==> src/rtl/seg_display_pkg.sv <==
// Shared types and constants for the seven-segment display scheduler.
package seg_display_pkg;

  typedef enum logic [1:0] {
    IDLE    = 2'd0,
    CONVERT = 2'd1,
    COMMIT  = 2'd2
  } state_t;

  localparam logic [1:0] DIG_ONES = 2'd0;
  localparam logic [1:0] DIG_TENS = 2'd1;
  localparam logic [1:0] DIG_HUND = 2'd2;
  localparam logic [1:0] DIG_SIGN = 2'd3;

  localparam int unsigned BCD_DIGITS = 3;

endpackage

==> src/rtl/bin_to_bcd_seq.sv <==
// Iterative double-dabble converter: one add-3/shift step per clock after i_start.
module bin_to_bcd_seq
  import seg_display_pkg::*;
#(
  parameter int DATA_W = 8
) (
  input  logic              clk,
  input  logic              rst,
  input  logic              i_start,
  input  logic [DATA_W-1:0] i_mag,
  output logic              o_done,
  output logic [3:0]        o_hund,
  output logic [3:0]        o_tens,
  output logic [3:0]        o_ones
);

  localparam int SR_W  = 4 * BCD_DIGITS + DATA_W;
  localparam int CNT_W = $clog2(DATA_W + 1);

  logic [SR_W-1:0]  r_sr;
  logic [SR_W-1:0]  w_adj;
  logic [SR_W-1:0]  w_shift;
  logic [CNT_W-1:0] r_cnt;
  logic             r_active;

  always_comb begin
    w_adj = r_sr;
    for (int unsigned i = 0; i < BCD_DIGITS; i++) begin
      if (r_sr[DATA_W + 4*i +: 4] >= 4'd5)
        w_adj[DATA_W + 4*i +: 4] = r_sr[DATA_W + 4*i +: 4] + 4'd3;
    end
    w_shift = w_adj << 1;
  end

  // o_done flags the cycle whose closing edge performs the final shift,
  // so the parent can leave CONVERT on exactly that edge.
  assign o_done = r_active && (r_cnt == CNT_W'(DATA_W - 1));

  always_ff @(posedge clk) begin
    if (rst) begin
      r_sr     <= '0;
      r_cnt    <= '0;
      r_active <= 1'b0;
    end else if (i_start) begin
      r_sr     <= {{(4*BCD_DIGITS){1'b0}}, i_mag};
      r_cnt    <= '0;
      r_active <= 1'b1;
    end else if (r_active) begin
      r_sr  <= w_shift;
      r_cnt <= r_cnt + 1'b1;
      if (o_done)
        r_active <= 1'b0;
    end
  end

  assign o_hund = r_sr[DATA_W + 8 +: 4];
  assign o_tens = r_sr[DATA_W + 4 +: 4];
  assign o_ones = r_sr[DATA_W +: 4];

endmodule

==> src/rtl/seg_display_scheduler.sv <==
// Accepts a signed result, converts it to BCD and scans it onto a 7-segment decoder.
// Optional: define LEADING_ZERO_BLANK_EN to blank leading-zero hundreds/tens slots.
module seg_display_scheduler
  import seg_display_pkg::*;
#(
  parameter int DATA_W      = 8,
  parameter int REFRESH_DIV = 100000
) (
  input  logic              clk,
  input  logic              rst,
  input  logic              value_valid,
  input  logic [DATA_W-1:0] value,
  output logic              value_ready,
  output logic              busy,
  output logic              en,
  output logic [1:0]        count,
  output logic [3:0]        num,
  output logic              sign
);

  localparam int TICK_W = (REFRESH_DIV > 1) ? $clog2(REFRESH_DIV) : 1;

  state_t            r_state;
  logic              r_sign_pend;
  logic [3:0]        r_ones;
  logic [3:0]        r_tens;
  logic [3:0]        r_hund;
  logic              r_disp_sign;
  logic              r_disp_valid;
  logic [TICK_W-1:0] r_tick;
  logic [1:0]        r_count;

  logic              w_accept;
  logic [DATA_W-1:0] w_mag;
  logic              w_done;
  logic [3:0]        w_hund;
  logic [3:0]        w_tens;
  logic [3:0]        w_ones;
  logic              w_blank;

  assign w_accept = value_valid && (r_state == IDLE);
  // Two's-complement negate of the most negative value yields 2^(DATA_W-1) unsigned.
  assign w_mag    = value[DATA_W-1] ? (~value + 1'b1) : value;

  bin_to_bcd_seq #(
    .DATA_W (DATA_W)
  ) u_bcd (
    .clk     (clk),
    .rst     (rst),
    .i_start (w_accept),
    .i_mag   (w_mag),
    .o_done  (w_done),
    .o_hund  (w_hund),
    .o_tens  (w_tens),
    .o_ones  (w_ones)
  );

  always_ff @(posedge clk) begin
    if (rst) begin
      r_state      <= IDLE;
      r_sign_pend  <= 1'b0;
      r_ones       <= '0;
      r_tens       <= '0;
      r_hund       <= '0;
      r_disp_sign  <= 1'b0;
      r_disp_valid <= 1'b0;
    end else begin
      case (r_state)
        IDLE: begin
          if (w_accept) begin
            r_state     <= CONVERT;
            r_sign_pend <= value[DATA_W-1];
          end
        end
        CONVERT: begin
          if (w_done)
            r_state <= COMMIT;
        end
        COMMIT: begin
          r_ones       <= w_ones;
          r_tens       <= w_tens;
          r_hund       <= w_hund;
          r_disp_sign  <= r_sign_pend;
          r_disp_valid <= 1'b1;
          r_state      <= IDLE;
        end
        default: r_state <= IDLE;
      endcase
    end
  end

  always_ff @(posedge clk) begin
    if (rst) begin
      r_tick  <= '0;
      r_count <= '0;
    end else if (r_tick == TICK_W'(REFRESH_DIV - 1)) begin
      r_tick  <= '0;
      r_count <= r_count + 1'b1;
    end else begin
      r_tick <= r_tick + 1'b1;
    end
  end

  always_comb begin
    num = '0;
    case (r_count)
      DIG_ONES: num = r_ones;
      DIG_TENS: num = r_tens;
      DIG_HUND: num = r_hund;
      DIG_SIGN: num = '0;
      default:  num = '0;
    endcase
  end

`ifdef LEADING_ZERO_BLANK_EN
  always_comb begin
    w_blank = 1'b0;
    if ((r_count == DIG_HUND) && (r_hund == 4'd0))
      w_blank = 1'b1;
    if ((r_count == DIG_TENS) && (r_hund == 4'd0) && (r_tens == 4'd0))
      w_blank = 1'b1;
  end
`else
  assign w_blank = 1'b0;
`endif

  assign value_ready = (r_state == IDLE);
  assign busy        = (r_state == CONVERT) || (r_state == COMMIT);
  assign count       = r_count;
  assign sign        = r_disp_sign;
  assign en          = r_disp_valid && !w_blank;

endmodule

==> config.mk <==
export PLATFORM = sky130hd
export DESIGN_NAME = seg_display_scheduler
export DESIGN_NICKNAME = d
export VERILOG_FILES = /design/src/rtl/seg_display_pkg.sv /design/src/rtl/bin_to_bcd_seq.sv /design/src/rtl/seg_display_scheduler.sv
export SDC_FILE = /design/constraint.sdc
export NUM_CORES = 1
export LEC_CHECK = 0
export CELL_PAD_IN_SITES_DETAIL_PLACEMENT = 1
export CELL_PAD_IN_SITES_GLOBAL_PLACEMENT = 1
export CORE_MARGIN = 2
export CORE_UTILIZATION = 41
export CTS_CLUSTER_DIAMETER = 150
export CTS_CLUSTER_SIZE = 40
export DETAILED_ROUTE_END_ITERATION = 8
export PLACE_DENSITY_LB_ADDON = 0.1
export SLEW_MARGIN = 20
export SYNTH_ARGS = -nofsm -noshare
export SYNTH_HDL_FRONTEND = slang
export SYNTH_SLANG_ARGS = --single-unit
==> constraint.sdc <==
create_clock -name clk -period 2 [get_ports clk]
set_input_delay 0.4 -clock clk [delete_from_list [all_inputs] [get_ports clk]]
set_output_delay 0.4 -clock clk [all_outputs]
set_load 0.05 [all_outputs]
# Word-level counts from Yosys, hierarchy flattened
# Index checks and enable logic that the tools add are counted.
# Widths: inputs -> output; s select.
# word_totals
out_inout_bits,10
word_cells,56
in_bits,11
regBits,61
# op_classes
order_cmp,3
n_mux,13
n_reduce_logical,10
n_eq_ne,9
addsub,7
bitwise_logic,1
# ops
op,n
$mux 8,3
$add 17x1->17 const B,1
$eq 17x17->1 const B,1
$pmux 4 s4,1
$ge 4x3->1 const B,3
$add 4x2->4 const B,2
$add 8x1->8 const B,1
$mux 4,2
$not 8->8,1
$eq 2x2->1 const B,3
$add 4x1->4 const B,1
$eq 2x1->1 const B,2
$eq 4x3->1 const B,1
$logic_not 2->1,2
$mux 2,2
$ne 2x1->1 const B,2
$pmux 2 s2,1
$reduce_and 2->1,2
$reduce_or 2->1,2
$add 3x2->3 const B,1
$mux 1,3
$mux 3,1
$add 2x1->2 const B,1
$logic_and 1x1->1,2
other kinds (2),2

# Logic depth before layout (Yosys ltp)
# depth
depth_word,5
mapped_depth,7
ltp_nobuf,6

# Cells and area by module
# A second synthesis with hierarchy kept.
# unflattened
cells_unflattened,361
area_unflattened_um2,3155.5
# by_module_without_submodules
mod,area_per_inst_um2,cells_each,instances,seq_area_each_um2
seg_display_scheduler,1801.7,197,1,720.7
bin_to_bcd_seq,1353.8,164,1,500.5

# Worst setup path before layout
# No wires, ideal clock.
# synth_path
path_kind,register to output
startpoint,"register r_count[0], in the netlist count[0]"
endpoint,output port num[0]
n_path_buf,0
slack_ns,-0.614
path_stages_with_launch,4
t_required_ns,1.600
t_arrival_ns,2.214
path_cell_list,dfxtp_1 inv_1 ha_1 o21ai_0
# synth_via
elab_chain_cells,2
word_cells_on_any_way,5
cone_classes,eq/ne: 3; mux: 1; reduce/logical: 1
# synth_lines
item,line,source
from (decl),seg_display_scheduler.sv:31,logic [1:0] r_count;
from (signal assigned),seg_display_scheduler.sv:98,r_count <= r_count + 1'b1;
$eq 2x2->1 (tied with other cells),seg_display_scheduler.sv:106,case (r_count)
$pmux 4 s4 *,seg_display_scheduler.sv:106,
to (decl),seg_display_scheduler.sv:17,"output logic [3:0] num,"
# Every way passes the cells marked *; elsewhere a longest branch is shown, timed or not.

# Worst setup path after layout
# layout_path
startpoint,"register r_count[1], in the netlist count[1]"
endpoint,output port num[1]
# Same word-level chain as after synthesis.

==> flow_metrics.py <==
metrics = {
    "run_status": {
        "run_status": "finished, final reports clean",
    },
    "timing": {
        "grt_setup_unrepaired": "true",
        "report.final.setup_viol": 0,
        "hold_violations": 0,
        "worst_pin_slew_ps": 492,
        "max_freq_ghz": 0.521,
        "maxSlewViolCount": 0,
        "finClkSkew_ps": 7.04,
        "fin_ws_ps": 81.7,
        "hold_slack_ps": 467,
        "final.min_clock_period_ps": 1920,
        "relSlewSlack_pct": 67.1,
        "timing.setup.tns_ps": 0,
        "finalCritPeriodShare_pct": 95.9,
    },
    "clock_tree": {
        "post_cts_setup_buffers": 0,
        "num_cts_buffers": 9,
        "clock_tree.htree_level_count": 3,
        "clock_sink_count": 61,
        "clockRootBuffer": "sky130_fd_sc_hd__clkbuf_8",
        "cts_tree": "built",
        "buffer_levels_on_the_longest_clock_path": 2,
        "clk_transition_reported_paths_ps": 70,
        "cts-hold-fix-buffers": 0,
        "post_cts_resized": 0,
        "worst_skew_pair.late_latency_ps": 330,
    },
    "placement": {
        "place.detailed.hpwl_um": 4690,
        "post-place-cells": 449,
        "post-place-ws_ps": 25.2,
        "place_congestion": 0.759,
        "dp_area_um2": 3390,
        "numPortBuffers": 20,
    },
    "finish": {
        "n_antenna_cell": 0,
        "final_layout_size_suffix_gt1_share_pct": 11.5,
        "fin_nets": 389,
        "fin_cells": 465,
        "flow.area_growth_from_synthesis_pct": 19.3,
        "final_core_utilization_pct": 50.2,
        "post-route-cell-area_um2": 3600,
    },
    "grt": {
        "grt_use_total_pct": 17.3,
        "grt_pass1_wl_um": 11300,
        "grt_pass1_vias": 2387,
        "grt_start_max_net_pins": 36,
        "globalRoute.totalOverflow": 0,
        "grt_antenna_before_repair": 0,
    },
    "route": {
        "route.detailed.vias_per_inst": 5.09,
        "detail_route.drc_violations": 0,
        "drt_wl_total_um": 6630,
        "detailedRoute.firstPassIterationCount": 4,
        "avgRoutedWirePerCell_um": 14.3,
        "drt_iter0_markers": 39,
        "vias": 2369,
        "antenna_violating_nets_post_route": 0,
    },
    "worst_setup_path": {
        "worst-path-max-fanout": 4,
        "cp-start-kind": "flop",
        "criticalPathCategory": "flop to output pin",
        "timing.reg2reg.setup_slack_ps": 380,
        "cp_slowest_stage_delay_ps": 360,
        "critical-path-slowest-cell": "sky130_fd_sc_hd__dfxtp_2",
        "cp.arrival_ps": 1520,
        "path_cells": "inv_1 -> ha_1 -> a22oi_1 -> o21ai_1 -> buf_12",
        "cp.required_ps": 1600,
        "endpoint_kind": "output pin",
    },
    "yosys": {
        "yosys.area.top_type": "sky130_fd_sc_hd__dfxtp_1",
        "synthesis.instances": 334,
        "synth_enable_flop_cells": 0,
        "yosysMostFrequentCell": "sky130_fd_sc_hd__dfxtp_1",
        "post_synth_num_cell_types": 43,
        "post-synth-top-area-fraction_pct": 40.4,
        "postSynthNetCount": 362,
        "synth_top_flop_cell": "sky130_fd_sc_hd__dfxtp_1",
        "seq_area_frac_synth_pct": 40.4,
        "netlist_top_cells_area": "sky130_fd_sc_hd__dfxtp_1 (40%), sky130_fd_sc_hd__ha_1 (7.0%), sky130_fd_sc_hd__mux2i_1 (7.0%), sky130_fd_sc_hd__nor2_1 (5.7%), sky130_fd_sc_hd__xnor2_1 (5.5%)",
        "synth_area_per_cell_um2": 9.04,
        "async_flop_share_pct": 0,
        "synthesis.yosys.warnings": 0,
        "mappedNetlistArea_um2": 3020,
        "synth.top_cells.by_count": "sky130_fd_sc_hd__dfxtp_1 (61), sky130_fd_sc_hd__nor2_1 (46), sky130_fd_sc_hd__nand2_1 (22)",
        "ys_ff_latch": 61,
    },
    "die": {
        "die_y_um": 89.8,
        "floorplan.core_area_um2": 7180,
        "die-width_um": 89.8,
        "start_util_pct": 42.1,
        "floorplan.io_pins": 21,
        "placementRows": 31,
        "die_area_um2": 8070,
    },
    "pwr": {
        "power-per-cell-area_nw_per_um2": 955,
        "total_power_consumption_of_the_routed_design_mw": 3.44,
        "comb_power_share_pct": 25.4,
        "vdd_ir_drop_max_uv": 781,
        "power_switching_mw": 1.06,
        "seq_power_share_pct": 40.3,
        "cellInternalPower_mw": 2.38,
        "clock_power_share_pct": 34.3,
        "sw_frac_of_total_pct": 30.9,
        "leakagePower_nw": 1.28,
    },
    "worst_hold_path": {
        "timing.hold.worst.class": "flop to flop",
    },
    "job": {
        "cap_viol_max_count": 0,
    },
}
[worst max-delay path, delay by kind of cell, from the launching register on]
| kind | cells | cell delay, ps |
|---|---|---|
| flops | 1 | 360 |
| fa+ha+maj | 1 | 230 |
| compound gates | 2 | 360 |
| buf+inv | 2 | 230 |
[per-layer routing]
metal	GRT usage, %	vias to the layer above	part of all wire, %
li1	-	1208	-
met1	21.8	1139	47
met2	28.8	16	50
met3	3.10	6	1.6
met4	8.08	0	1.4
met5	0	-	0
[cells in the final DEF (no fill, tap or decap), types with 2 or more instances in the layout]
cell type | synthesis | routed
sky130_fd_sc_hd__dfxtp_1 | 61 | 60
sky130_fd_sc_hd__nor2_1 | 46 | 46
sky130_fd_sc_hd__nand2_1 | 22 | 22
sky130_fd_sc_hd__mux2i_1 | 21 | 21
sky130_fd_sc_hd__xnor2_1 | 19 | 19
sky130_fd_sc_hd__ha_1 | 17 | 16
sky130_fd_sc_hd__inv_1 | 15 | 15
sky130_fd_sc_hd__a21oi_1 | 15 | 15
sky130_fd_sc_hd__clkdlybuf4s50_1 | 0 | 14
sky130_fd_sc_hd__nand2b_1 | 11 | 11
sky130_fd_sc_hd__a211oi_1 | 11 | 11
sky130_fd_sc_hd__buf_4 | 0 | 11
sky130_fd_sc_hd__clkbuf_8 | 0 | 9
sky130_fd_sc_hd__nand3_1 | 8 | 8
sky130_fd_sc_hd__xor2_1 | 8 | 8
sky130_fd_sc_hd__nor3_1 | 8 | 8
sky130_fd_sc_hd__o21ai_0 | 11 | 7
sky130_fd_sc_hd__o22ai_1 | 5 | 5
sky130_fd_sc_hd__nor2b_1 | 5 | 5
sky130_fd_sc_hd__buf_12 | 0 | 5
sky130_fd_sc_hd__a22oi_1 | 4 | 4
sky130_fd_sc_hd__nor4_1 | 4 | 4
sky130_fd_sc_hd__nand4_1 | 4 | 4
sky130_fd_sc_hd__o21ai_1 | 0 | 3
sky130_fd_sc_hd__nand3b_1 | 3 | 3
sky130_fd_sc_hd__clkinv_2 | 0 | 3
sky130_fd_sc_hd__nand4_2 | 2 | 2
sky130_fd_sc_hd__a21boi_0 | 2 | 2
sky130_fd_sc_hd__a221oi_1 | 2 | 2
sky130_fd_sc_hd__nor4_2 | 2 | 2
sky130_fd_sc_hd__nor2_2 | 2 | 2
sky130_fd_sc_hd__clkbuf_1 | 6 | 2
sky130_fd_sc_hd__bufinv_16 | 0 | 2
[path summary, 6_finish.rpt]
kind,startpoint,depth (start not counted),to
setup / recovery,count[1],5,num[1]
hold / removal,r_tick[0],1,r_tick[0]
setup reg to reg,r_tick[0],6,r_tick[5]
hold reg to reg,r_tick[0],1,r_tick[0]
[state kept, by name (all words and copies together), names as in the netlist]
| name | flops |
|---|---|
| sign | 1 |
| u_bcd.r_cnt | 4 |
| en | 1 |
| r_ones | 4 |
| count | 2 |
| u_bcd.r_active | 1 |
| r_sign_pend | 1 |
| r_state | 2 |
| r_tick | 17 |
| r_tens | 4 |
| r_hund | 4 |
| u_bcd.r_sr | 20 |
[cell type report]
cell class	instances	area [µm²]
Fill cell	825	3570
Multi-Input combinational cell	244	1670
Sequential cell	61	1220
Timing Repair Buffer	30	323
Clock buffer	11	131
Tap cell	99	124
Clock inverter	5	75.1
Inverter	15	56.3
[cells by family (layout without fill, tap and decap cells)]
logic type | count (synthesis) | after routing | share of synthesized area, %
AOI/OAI and AO/OA | 52 | 52 | 10.7
xor gates and xnor gates | 27 | 27 | 7.83
adders and majority gates | 17 | 17 | 7.05
buffers and inverters | 29 | 61 | 4.43
DFF | 61 | 61 | 40.4
muxes | 22 | 22 | 7.34
and+or+nand+nor | 126 | 126 | 22.2
[power groups by stage]
| stage | registers, mW | logic [mW] | clock network, mW |
|---|---|---|---|
| 2_1_floorplan | 1.40 | 0.620 | 0 |
| 3_3_place_gp | 1.41 | 0.866 | 0 |
| 3_5_place_dp | 1.41 | 0.878 | 0 |
| 4_1_cts | 1.39 | 0.889 | 1.21 |
| 5_1_grt | 1.40 | 0.965 | 1.27 |
| 6_report | 1.39 | 0.873 | 1.18 |
(Power assumes the default switching activity.)
